File: config.mk
export PLATFORM = sky130hd
export DESIGN_NAME = operand_forward_stage
export DESIGN_NICKNAME = d
export VERILOG_FILES = /design/src/rtl/operand_forward_stage.sv
export SDC_FILE = /design/constraint.sdc
export NUM_CORES = 1
export LEC_CHECK = 0
export CORE_ASPECT_RATIO = 0.9
export CORE_MARGIN = 2
export CORE_UTILIZATION = 25
export DETAILED_ROUTE_END_ITERATION = 12
export SYNTH_ARGS = -nofsm -noshare
export SYNTH_HDL_FRONTEND = slang
export SYNTH_SLANG_ARGS = --single-unit
File: constraint.sdc
create_clock -name clk -period 2.8 [get_ports clk]
set_input_delay 0.56 -clock clk [delete_from_list [all_inputs] [get_ports clk]]
set_output_delay 0.56 -clock clk [all_outputs]
set_load 0.03 [all_outputs]
File: src/rtl/operand_forward_stage.sv
// ID/EX pipeline register with MEM/WB operand forwarding, load-use and multiply/divide stall.
// Optional decode-stage WB bypass is enabled by defining OPFWD_WB_BYPASS_EN.
module operand_forward_stage #(
    parameter int DATA_W  = 32,
    parameter int RA_W    = 5,
    parameter int MDU_LAT = 4
) (
    input  logic              clk,
    input  logic              rst,
    input  logic              id_valid,
    input  logic              id_alusrc,
    input  logic              id_regwrite,
    input  logic              id_memtoreg,
    input  logic              id_mdu,
    input  logic [RA_W-1:0]   id_rs,
    input  logic [RA_W-1:0]   id_rt,
    input  logic [RA_W-1:0]   id_wreg,
    input  logic [DATA_W-1:0] id_rd1,
    input  logic [DATA_W-1:0] id_rd2,
    input  logic [DATA_W-1:0] id_imm,
    input  logic [DATA_W-1:0] mem_aluout,
    input  logic [RA_W-1:0]   mem_wreg,
    input  logic              mem_regwrite,
    input  logic [DATA_W-1:0] wb_result,
    input  logic [RA_W-1:0]   wb_wreg,
    input  logic              wb_regwrite,
    output logic              stall_id,
    output logic [DATA_W-1:0] ex_srca,
    output logic [DATA_W-1:0] ex_srcb,
    output logic [DATA_W-1:0] ex_wdata,
    output logic              ex_valid,
    output logic              ex_regwrite,
    output logic              ex_memtoreg,
    output logic              ex_mdu,
    output logic [RA_W-1:0]   ex_wreg,
    output logic [1:0]        fwd_a,
    output logic [1:0]        fwd_b,
    output logic              mdu_busy
);

    localparam logic [3:0] MDU_LOAD = 4'(MDU_LAT - 1);

    logic [RA_W-1:0]   ex_rs;
    logic [RA_W-1:0]   ex_rt;
    logic              ex_alusrc;
    logic [DATA_W-1:0] ex_rd1;
    logic [DATA_W-1:0] ex_rd2;
    logic [DATA_W-1:0] ex_imm;
    logic [3:0]        mdu_cnt;

    logic              load_use;
    logic              mdu_hazard;
    logic              mdu_start;
    logic [DATA_W-1:0] cap_rd1;
    logic [DATA_W-1:0] cap_rd2;

    // Hazards: both terms OR into one stall, so coincident hazards never add cycles.
    assign load_use   = id_valid && ex_valid && ex_regwrite && ex_memtoreg &&
                        (ex_wreg != '0) && ((ex_wreg == id_rs) || (ex_wreg == id_rt));
    assign mdu_busy   = (mdu_cnt != 4'd0);
    assign mdu_hazard = id_valid && id_mdu && mdu_busy;
    assign stall_id   = load_use || mdu_hazard;
    assign mdu_start  = !stall_id && id_valid && id_mdu;

`ifdef OPFWD_WB_BYPASS_EN
    assign cap_rd1 = (wb_regwrite && (wb_wreg != '0) && (wb_wreg == id_rs)) ? wb_result : id_rd1;
    assign cap_rd2 = (wb_regwrite && (wb_wreg != '0) && (wb_wreg == id_rt)) ? wb_result : id_rd2;
`else
    assign cap_rd1 = id_rd1;
    assign cap_rd2 = id_rd2;
`endif

    always_ff @(posedge clk) begin
        if (rst) begin
            ex_valid    <= 1'b0;
            ex_regwrite <= 1'b0;
            ex_memtoreg <= 1'b0;
            ex_mdu      <= 1'b0;
            ex_wreg     <= '0;
            ex_rs       <= '0;
            ex_rt       <= '0;
            ex_alusrc   <= 1'b0;
            ex_rd1      <= '0;
            ex_rd2      <= '0;
            ex_imm      <= '0;
            mdu_cnt     <= 4'd0;
        end else begin
            if (stall_id) begin
                // Bubble: only control is cleared, datapath fields are left as-is.
                ex_valid    <= 1'b0;
                ex_regwrite <= 1'b0;
                ex_memtoreg <= 1'b0;
                ex_mdu      <= 1'b0;
            end else begin
                ex_valid    <= id_valid;
                ex_regwrite <= id_regwrite;
                ex_memtoreg <= id_memtoreg;
                ex_mdu      <= id_mdu;
                ex_wreg     <= id_wreg;
                ex_rs       <= id_rs;
                ex_rt       <= id_rt;
                ex_alusrc   <= id_alusrc;
                ex_rd1      <= cap_rd1;
                ex_rd2      <= cap_rd2;
                ex_imm      <= id_imm;
            end
            if (mdu_start) begin
                mdu_cnt <= MDU_LOAD;
            end else if (mdu_cnt != 4'd0) begin
                mdu_cnt <= mdu_cnt - 4'd1;
            end
        end
    end

    // MEM wins over WB; register 0 never matches.
    always_comb begin
        fwd_a = 2'b00;
        fwd_b = 2'b00;
        if (mem_regwrite && (mem_wreg != '0) && (mem_wreg == ex_rs)) begin
            fwd_a = 2'b10;
        end else if (wb_regwrite && (wb_wreg != '0) && (wb_wreg == ex_rs)) begin
            fwd_a = 2'b01;
        end
        if (mem_regwrite && (mem_wreg != '0) && (mem_wreg == ex_rt)) begin
            fwd_b = 2'b10;
        end else if (wb_regwrite && (wb_wreg != '0) && (wb_wreg == ex_rt)) begin
            fwd_b = 2'b01;
        end
    end

    always_comb begin
        case (fwd_a)
            2'b10:   ex_srca = mem_aluout;
            2'b01:   ex_srca = wb_result;
            default: ex_srca = ex_rd1;
        endcase
        case (fwd_b)
            2'b10:   ex_wdata = mem_aluout;
            2'b01:   ex_wdata = wb_result;
            default: ex_wdata = ex_rd2;
        endcase
        ex_srcb = ex_alusrc ? ex_imm : ex_wdata;
    end

endmodule

==> summary.md <==
| Metric | Value |
|---|---|
| Status | finished, violations left |
| Failing checks | setup timing |
| CTS buffer count | 17 |
| H-tree levels | 4 |
| Synth Area per Inst | 8.038 um^2 |
| R2R depth | 8 |
| Worst skew pair latency | 0.44 ns |
| WL/cell | 23.03 um |
| Worst-path clk slew | 0.06 ns |
| Worst flop-to-flop path endpoint | ex_imm[14] |
| Area post-placement | 13720 um^2 |
| Setup crit start kind | register |
| Ys Warns | 0 |
| Syn_nets | 1355 |
| Worst Hold Launch | ex_rd1[29] |
| Fillcell total | 3474 |
| Via Count | 10.89k |
| Worst-Margin Slew | 0.4455 ns |
| Syn Inst Count | 1159 |
| Leakage | 0.006269 uW |
| Most area-consuming cells after synthesis | dfxtp_1 26%, a2bb2oi_1 10%, o311ai_0 8.9% |
| Achievable Freq | 314.2 MHz |
| HP Class | register to register |
| Clk buf depth | 2 |
| Slew Viols, Final | 0 |
| Number of enable flip-flop cells after synthesis | 0 |
| Cell area after synthesis | 9316 um^2 |
| Worst Skew | 0.01043 ns |
| Pre-CTS setup slack | -0.9889 ns |
| CP Max Fanout | 3 |
| Post-synth top area cell | dfxtp_1 |
| Seq cells post-synth | 120 |
| Drt total wl | 46310 um |
| Final setup fails | 99 |
| Reg2Reg Setup Slack | 0.46 ns |
| Layout area overhead | 77.38% |
| Ys async rst share | 0 |
| Vias/cell | 5.417 |
| Grt ovf | 0 |
| Antenna Nets Post-Route | 0 |
| First-pass GRT wire length | 65490 um |
| GP Congestion | 0.8889 |
| Fin crit period | 3.183 ns |
| Residual DRC count | 0 |
| Maximum vdd ir drop | 0.4350 mV |
| Top-area cell type share of the netlist area | 0.2579 |
| IO buf count | 304 |
| End of the worst hold path | ex_rd1[29] |
| Initial antenna violation count | 23 |
| Reg2Reg Launch Point | mdu_cnt[0] |
| Cts hold-fix bufs | 0 |
| Pwr Density | 706.1 nW/um^2 |
| DR iter-0 viols | 871 |
| Final Non-Filler Cells | 2011 |
| TritonCTS clock tree | done |
| Largest net degree at the start of global routing | 101 |
| Post-DP HPWL | 32810 um |
| Pre-antenna DRT Iters | 5 |
| Die width | 207.5 um |
| Crit path arrival time | 2.62 ns |
| IO Count | 305 |
| Post-layout nets | 1696 |
| CORE AREA | 36970 um^2 |
| Clock root buffer | clkbuf_16 |
| Slew Limit Headroom | 0.7024 |
| Period utilisation layout | 1.137 |
| DIE AREA | 38830 um^2 |
| Hold Vio Cnt, Final | 0 |
| Max Cap Viol | 0 |
| Hold Path Cell Cnt | 2 |
| RSZ-0062 raised after global routing | yes |
| Critical path capture point type | output pin |
| Distinct cells, synth | 49 |
| Synth Flop Type | dfxtp_1 |
| Site Rows | 67 |
| Starting Density | 0.2520 |
| Type of the worst setup path | register to output pin |
| Worst path required time | 2.24 ns |
| Vias in the first global route | 10.24k |
| Seq/Total Area, Yosys | 0.2579 |
| Placed insts | 1926 |
| Share of layout cells above drive strength 1 | 0.3466 |
| Worst Slack Setup Final | -0.3831 ns |
| Design area | 16530 um^2 |
| CTS Sinks | 120 |
| Die height | 187.1 um |
| Total Routing Usage GR | 0.2233 |
[routing by layer]
metal | wire length (um) | GRT usage
met5 | 54 | 0
met4 | 1500 | 0.09203
met3 | 3646 | 0.08345
met2 | 21550 | 0.3553
met1 | 19560 | 0.2710
[layout make-up]
type / count / area [um^2] / area share
clock inverters: 9 / 125.1 / 0.007571
flip-flops and latches: 120 / 2409 / 0.1457
well taps: 483 / 604.3 / 0.03657
repair buffers: 459 / 5346 / 0.3235
multi-input cells: 897 / 7518 / 0.4550
diodes: 16 / 40.04 / 0.002423
clock buffers: 22 / 454.2 / 0.02748
inverters: 5 / 28.78 / 0.001741
[worst max path at each step]
stage / startpoint / endpoint / slack [ns] / cells after the start
finish: ex_rt[4] / ex_srcb[1] / -0.38 / 6
global placement: wb_wreg[2] / ex_srcb[11] / -0.97 / 8
CTS: ex_rt[3] / ex_srcb[0] / -0.37 / 9
floorplan: wb_wreg[1] / ex_srcb[18] / -0.13 / 6
global route: ex_rt[4] / ex_srcb[1] / -0.48 / 6
detailed placement: wb_wreg[2] / ex_srcb[11] / -0.99 / 8
[per-stage QoR]
stage / setup TNS, ns / util / hold WS [ns] / total power, uW
after floorplan: -2.194 / - / 0.4735 / 5880
after CTS: -23.48 / 0.4212 / 0.5242 / 11290
after global placement: -58.24 / 0.3712 / 0.4874 / 8200
after global routing: -25.25 / 0.4465 / 0.5559 / 12190
final: -21.01 / 0.4470 / 0.5224 / 11670
after detailed placement: -59.75 / 0.3712 / 0.5157 / 8277
[cells in the final DEF, fill, tap and decap left out, types with 7 or more instances in the layout]
cell and instances:
dfxtp_1 115, buf_12 54, clkdlybuf4s50_1 190, buf_6 117, xor2_1 20, o21ai_2 12, diode_2 16, mux2_4 25
clkbuf_16 23, buf_4 66, buf_8 9, nor2_1 32, nor3_2 27, o21ai_4 22, o311ai_0 95, a2bb2oi_1 107
nand3_2 12, nand3_1 7, a21oi_2 25, mux2i_1 22, and3_1 113, mux2_2 7, a31oi_4 32, nand3_4 21
nand2_1 221, o311ai_1 12
[state kept, by name (all words and copies together) (netlist names), 4 cells and up]
signal / flops
ex_imm: 32
ex_rd1: 32
ex_rd2: 32
ex_rs: 5
ex_rt: 5
ex_wreg: 5
mdu_cnt: 4
[power breakdown]
group	internal (uW)	switching [uW]	total (uW)
combinational	3350	3510	6860
clock	1410	890	2300
sequential	2130	382	2510
total	6890	4780	11700
[critical path, stage by stage (launching register included)]
cell and delay [ns]:
dfxtp_2 0.34, xor2_2 0.15, or4b_4 0.61, o21ai_0 0.34, a31oi_4 0.16, mux2_2 0.28, clkdlybuf4s15_2 0.29
[synth_stat cells (2+ instances only)]
cell,n
xnor2_1,8
o21ai_1,2
nand3_1,20
mux2_2,32
mux2i_1,32
nand3_2,20
o311ai_0,95
nor3_1,38
a32oi_1,5
buf_2,23
buf_4,26
o21ai_2,31
and3_1,113
inv_1,5
and2_1,2
a31oi_1,3
dfxtp_1,120
ha_1,2
o311ai_1,12
clkbuf_1,77
a21oi_1,33
buf_1,2
a211oi_1,2
a2bb2oi_1,107
o21ai_0,4
nand2_1,221
nor3b_1,4
buf_6,9
nor2_1,37
xor2_1,23
o211ai_1,5
a31oi_2,29
[kinds of logic after synthesis]
group / Yosys count / synth area share
simple gates: 466 / 0.2490
compound gates: 334 / 0.3102
buf+inv: 142 / 0.07803
flops: 120 / 0.2579
mux: 64 / 0.07306
xor+xnor: 31 / 0.02914
fa+ha+maj: 2 / 0.002686
[what timing repair did]
action	CTS	global route
endpoints found under the setup margin	100	100
pin swaps	24	74
cloned	6	9
gates resized for setup	247	151
buffers inserted	16	20
Power figures use the tool's default switching activity.
